--- src/rtl/cfg_cmd_parser.sv ---
`default_nettype none
// ============================================================================
// Module  : cfg_cmd_parser
// Brief   : Turns framed UART bytes into configuration-bus writes and 4-bit
//           status codes. Define CFG_CHECKSUM_EN to add a trailing XOR byte.
// Rev     : 1.0
// ============================================================================

module cfg_cmd_parser #(
    parameter logic [7:0] HEADER   = 8'hA5,
    parameter logic [3:0] MAX_ADDR = 4'd11,
    parameter int         TIMEOUT  = 50000,
    parameter int         CNT_W    = 16
) (
    input  logic        clk,
    input  logic        rst,
    input  logic [7:0]  rx_data,
    input  logic        rx_empty,
    output logic        rx_rd,
    output logic        c_valid,
    output logic [3:0]  c_addr,
    output logic [13:0] c_data,
    input  logic        c_ready,
    output logic [3:0]  status,
    output logic        status_valid
);

    typedef enum logic [2:0] {
        S_IDLE  = 3'd0,
        S_ADDR  = 3'd1,
        S_DHI   = 3'd2,
        S_DLO   = 3'd3,
`ifdef CFG_CHECKSUM_EN
        S_CSUM  = 3'd4,
`endif
        S_WRITE = 3'd5
    } state_t;

    localparam logic [CNT_W-1:0] c_CNT_LAST = CNT_W'(TIMEOUT - 1);
`ifdef CFG_CHECKSUM_EN
    localparam logic [3:0] c_ST_CSUM = 4'h1;
`endif
    localparam logic [3:0] c_ST_ADDR = 4'h2;
    localparam logic [3:0] c_ST_TOUT = 4'h3;
    localparam logic [3:0] c_ST_OK   = 4'h4;
    localparam logic [3:0] c_ST_BUS  = 4'h5;

    state_t           r_state,  w_state_nxt;
    logic [CNT_W-1:0] r_cnt,    w_cnt_nxt;
    logic [7:0]       r_addr,   w_addr_nxt;
    logic [5:0]       r_dhi,    w_dhi_nxt;
    logic             r_cvalid, w_cvalid_nxt;
    logic [3:0]       r_caddr,  w_caddr_nxt;
    logic [13:0]      r_cdata,  w_cdata_nxt;
    logic [3:0]       r_status, w_status_nxt;
    logic             r_sv,     w_sv_nxt;
`ifdef CFG_CHECKSUM_EN
    logic [7:0]       r_dlo,    w_dlo_nxt;
    logic [7:0]       r_xor,    w_xor_nxt;
`endif

    logic       w_in_frame;
    logic       w_rd;
    logic       w_frame_end;
    logic       w_csum_bad;
    logic [7:0] w_lo;

`ifdef CFG_CHECKSUM_EN
    assign w_in_frame  = (r_state == S_ADDR) || (r_state == S_DHI) ||
                         (r_state == S_DLO)  || (r_state == S_CSUM);
`else
    assign w_in_frame  = (r_state == S_ADDR) || (r_state == S_DHI) ||
                         (r_state == S_DLO);
`endif

    // Pops are held off during reset so a byte is never lost to a discarded frame.
    assign w_rd  = !rst && !rx_empty && ((r_state == S_IDLE) || w_in_frame);
    assign rx_rd = w_rd;

`ifdef CFG_CHECKSUM_EN
    assign w_frame_end = w_rd && (r_state == S_CSUM);
    assign w_csum_bad  = (rx_data != r_xor);
    assign w_lo        = r_dlo;
`else
    assign w_frame_end = w_rd && (r_state == S_DLO);
    assign w_csum_bad  = 1'b0;
    assign w_lo        = rx_data;
`endif

    always_comb begin
        w_state_nxt  = r_state;
        w_cnt_nxt    = r_cnt;
        w_addr_nxt   = r_addr;
        w_dhi_nxt    = r_dhi;
        w_cvalid_nxt = r_cvalid;
        w_caddr_nxt  = r_caddr;
        w_cdata_nxt  = r_cdata;
        w_status_nxt = r_status;
        w_sv_nxt     = 1'b0;
`ifdef CFG_CHECKSUM_EN
        w_dlo_nxt    = r_dlo;
        w_xor_nxt    = r_xor;
`endif

        // Inter-byte timeout: a pop on the expiry cycle takes precedence.
        if (w_in_frame) begin
            if (w_rd) begin
                w_cnt_nxt = '0;
            end else if (r_cnt == c_CNT_LAST) begin
                w_cnt_nxt    = '0;
                w_state_nxt  = S_IDLE;
                w_status_nxt = c_ST_TOUT;
                w_sv_nxt     = 1'b1;
            end else begin
                w_cnt_nxt = r_cnt + 1'b1;
            end
        end

        case (r_state)
            S_IDLE: begin
                if (w_rd && (rx_data == HEADER)) begin
                    w_state_nxt = S_ADDR;
                end
            end
            S_ADDR: begin
                if (w_rd) begin
                    w_addr_nxt  = rx_data;
                    w_state_nxt = S_DHI;
`ifdef CFG_CHECKSUM_EN
                    w_xor_nxt   = rx_data;
`endif
                end
            end
            S_DHI: begin
                if (w_rd) begin
                    w_dhi_nxt   = rx_data[5:0];
                    w_state_nxt = S_DLO;
`ifdef CFG_CHECKSUM_EN
                    w_xor_nxt   = r_xor ^ rx_data;
`endif
                end
            end
`ifdef CFG_CHECKSUM_EN
            S_DLO: begin
                if (w_rd) begin
                    w_dlo_nxt   = rx_data;
                    w_xor_nxt   = r_xor ^ rx_data;
                    w_state_nxt = S_CSUM;
                end
            end
`endif
            S_WRITE: begin
                if (c_ready) begin
                    w_cvalid_nxt = 1'b0;
                    w_status_nxt = c_ST_OK;
                    w_sv_nxt     = 1'b1;
                    w_state_nxt  = S_IDLE;
                    w_cnt_nxt    = '0;
                end else if (r_cnt == c_CNT_LAST) begin
                    w_cvalid_nxt = 1'b0;
                    w_status_nxt = c_ST_BUS;
                    w_sv_nxt     = 1'b1;
                    w_state_nxt  = S_IDLE;
                    w_cnt_nxt    = '0;
                end else begin
                    w_cnt_nxt = r_cnt + 1'b1;
                end
            end
            default: ;
        endcase

        // Last byte of the frame: checksum first, then address range.
        if (w_frame_end) begin
            w_state_nxt = S_IDLE;
            if (w_csum_bad) begin
`ifdef CFG_CHECKSUM_EN
                w_status_nxt = c_ST_CSUM;
`endif
                w_sv_nxt     = 1'b1;
            end else if (r_addr > {4'h0, MAX_ADDR}) begin
                w_status_nxt = c_ST_ADDR;
                w_sv_nxt     = 1'b1;
            end else begin
                w_state_nxt  = S_WRITE;
                w_cvalid_nxt = 1'b1;
                w_caddr_nxt  = r_addr[3:0];
                w_cdata_nxt  = {r_dhi, w_lo};
            end
        end
    end

    always_ff @(posedge clk) begin
        if (rst) begin
            r_state  <= S_IDLE;
            r_cnt    <= '0;
            r_addr   <= '0;
            r_dhi    <= '0;
            r_cvalid <= 1'b0;
            r_caddr  <= '0;
            r_cdata  <= '0;
            r_status <= '0;
            r_sv     <= 1'b0;
`ifdef CFG_CHECKSUM_EN
            r_dlo    <= '0;
            r_xor    <= '0;
`endif
        end else begin
            r_state  <= w_state_nxt;
            r_cnt    <= w_cnt_nxt;
            r_addr   <= w_addr_nxt;
            r_dhi    <= w_dhi_nxt;
            r_cvalid <= w_cvalid_nxt;
            r_caddr  <= w_caddr_nxt;
            r_cdata  <= w_cdata_nxt;
            r_status <= w_status_nxt;
            r_sv     <= w_sv_nxt;
`ifdef CFG_CHECKSUM_EN
            r_dlo    <= w_dlo_nxt;
            r_xor    <= w_xor_nxt;
`endif
        end
    end

    assign c_valid      = r_cvalid;
    assign c_addr       = r_caddr;
    assign c_data       = r_cdata;
    assign status       = r_status;
    assign status_valid = r_sv;

endmodule

`default_nettype wire
--- config.mk ---
export PLATFORM = sky130hd
export DESIGN_NAME = cfg_cmd_parser
export DESIGN_NICKNAME = d
export VERILOG_FILES = /design/src/rtl/cfg_cmd_parser.sv
export SDC_FILE = /design/constraint.sdc
export NUM_CORES = 1
export LEC_CHECK = 0
export ABC_CLOCK_PERIOD_IN_PS = 2270
export BUFFER_PORTS_ARGS = -buffer_cell sky130_fd_sc_hd__buf_2
export CAP_MARGIN = 20
export CORE_MARGIN = 2
export CORE_UTILIZATION = 32
export CTS_CLUSTER_SIZE = 28
export DETAILED_ROUTE_END_ITERATION = 6
export PLACE_DENSITY_LB_ADDON = 0.25
export SYNTH_ARGS = -nofsm -noshare
export SYNTH_HDL_FRONTEND = slang
export SYNTH_SLANG_ARGS = --single-unit
--- constraint.sdc ---
create_clock -name clk -period 2.27 [get_ports clk]
set_input_delay 0.227 -clock clk [delete_from_list [all_inputs] [get_ports clk]]
set_output_delay 0.227 -clock clk [all_outputs]
set_load 0.03 [all_outputs]
==> results.ini <==
[timing]
grt_setup_unrepaired=false
finalMaxSlewViolations=0
post-route-min-period_ns=2.03
clock.fmax_mhz=492
max-slew-margin-rel=0.555
finalHoldViolCount=0
whs_ns=0.152
setup-tns-final_ns=0
fin_crit_sh=0.896
finalSetupViolCount=0
fin_skew_ns=0.00556
worst_slack_ns=0.236
tightest_slew_ns=0.663

[cells_and_area]
final_nets=341
final_util=0.408
n_antenna_cell=0
drive_above_1_share=0.234
final_common_cell=dfxtp_1
syn_to_final_growth_pct=23.2
final_cell_mix=dfxtp_1, buf_2, nor2_1

[cts]
clock-sinks=57
ctsHoldBuffers=0
ctsResizeCount=0
cts_htree_levels=3
insertion_delay_ns=0.34
cts_tree=done
clock-root-buffer=clkbuf_8
post-cts-setup-buffers=0
path_clk_slew_ns=0.06
clockBufferDepth=2
cts_buffers=9

[synth]
synth.largest_area_cell=dfxtp_1
synth_edf_count=0
postSynth.asyncResetShare=0
synth_fp_nets=297
synthDominantCellAreaShare=0.446
yosys_warnings=0
ys_types=51
synthFlopType=dfxtp_1
synth_sequential_area_ratio=0.446
synthTopCellsByArea=dfxtp_1, mux2i_1, nor2_1, nand2_1, a21oi_1
syn_area_mm2=0.00256
syn_inst=284
synth_seq_cells=57
syn_area_per_cell_um2=9.01

[critical_path]
crit_path_max_incr_delay_ns=0.58
slowest_stage=or4b_1
r2r_cells=5
end_kind=flip-flop
arrival_ns=2.26
path_class=flip-flop to flip-flop
crit_required_ns=2.49
crit_chain=or4b_1 -> or4_1 -> buf_4 -> a21oi_1 -> o32ai_1
path_max_fanout=10
cp-start-kind=flip-flop

[worst_hold_path]
hold_path_class=primary input to flip-flop
whs_path_depth=2

[floorplan]
rows=32
core-area_mm2=0.00773
die_y_um=93.4
dieArea_mm2=0.00873
die_w_um=93.4
ioPinCount=37
initial_core_util=0.331

[global_route]
grt_max_degree=47
gr-total-overflow=0
grt_pass1_wl_mm=9.73
grtUsageTotal=0.142
first_global_vias=2061
antenna_found_initial=0

[pwr]
ir_worst_vdd_mv=0.409
power_w=0.00229
power_density_mw_per_mm2=725
p_leak_nw=1.34

[detailed_routing]
drt.antenna.violating_nets=0
drtPass1Iterations=4
route.detailed.drc=0
routed_wl_mm=5.95
vias=2201
vias_per_cell=5.06
wl_per_cell_um=13.7
first_iter_violations=118

[outcome]
status=finished, final reports clean

[placed_design]
io_buffers=36
routabilityCongestion=0.761
dp_hpwl_mm=4.17
pre_cts_ws_ns=0.253

[job]
drv_cap=0

## sequential cells by signal, indices dropped and copies added (netlist names)
signal,cells
c_valid,1
r_dhi,6
r_state,3
r_cnt,16
status,4
c_addr,4
r_addr,8
status_valid,1
c_data,14
## report_power, final
part	leakage (nW)	total (W)	switching, W	internal, W
Sequential	0.459	0.00100	0.000000132	0.00100
Combinational	0.748	0.0000638	0.0000445	0.0000193
Clock	0.129	0.00122	0.000405	0.000819
Total	1.34	0.00229	0.000449	0.00184
## cells by family (layout without fill, tap and decap cells)
family / after synthesis / in the layout / share of synthesized area
XOR/XNOR: 3 / 3 / 0.0103
AO/OA/AOI/OAI: 50 / 50 / 0.135
AND/OR/NAND/NOR: 127 / 127 / 0.270
multiplexers: 24 / 24 / 0.0938
buffers and inverters: 22 / 71 / 0.0406
adder cells (fa/ha/maj): 1 / 1 / 0.00489
flip-flops: 57 / 57 / 0.446
## area by class of cell
| type | instances | area, um^2 |
|---|---|---|
| Clock buffer | 12 | 165 |
| Clock inverter | 4 | 97.6 |
| Fill cell | 792 | 4570 |
| Inverter | 4 | 15.0 |
| Multi-Input combinational cell | 205 | 1320 |
| Sequential cell | 57 | 1140 |
| Tap cell | 102 | 128 |
| Timing Repair Buffer | 51 | 293 |
## cells in the mapped netlist, drive strengths merged, types with 8 or more instances
cell type,n
nand4,8
a211oi,8
o21ai,12
nor2,30
dfxtp,57
clkbuf,11
nand3,15
mux2i,24
a21oi,17
nor3,8
nand2,22
## layer usage
layer	vias up	GRT usage	part of all wire
met5	-	0	0
met4	0	0.0613	0.012
li1	1121	-	-
met1	1025	0.173	0.45
met2	48	0.227	0.48
met3	7	0.0483	0.049
## worst max-delay path, delay by kind of cell (launching register included)
| family | cells | cell delay [ns] |
|---|---|---|
| compound gates | 2 | 0.22 |
| buf+inv | 1 | 0.21 |
| simple gates | 2 | 1.15 |
| flops | 1 | 0.34 |
## final timing paths
check,start,end,slack [ns]
max reg2reg,r_cnt[5],r_state[1],0.24
max,r_cnt[5],r_state[1],0.24
min reg2reg,r_addr[1],r_addr[1],0.46
min,rx_empty,r_state[1],0.15
## through the flow
step / instances / area [um^2]
4_1_cts: 435 / 3150
5_1_grt: 435 / 3150
3_5_place_dp: 419 / 2890
2_1_floorplan: 284 / 2560
3_3_place_gp: 419 / 2890
6_report: 435 / 3150
No activity file was read; power rests on OpenSTA's default activity.
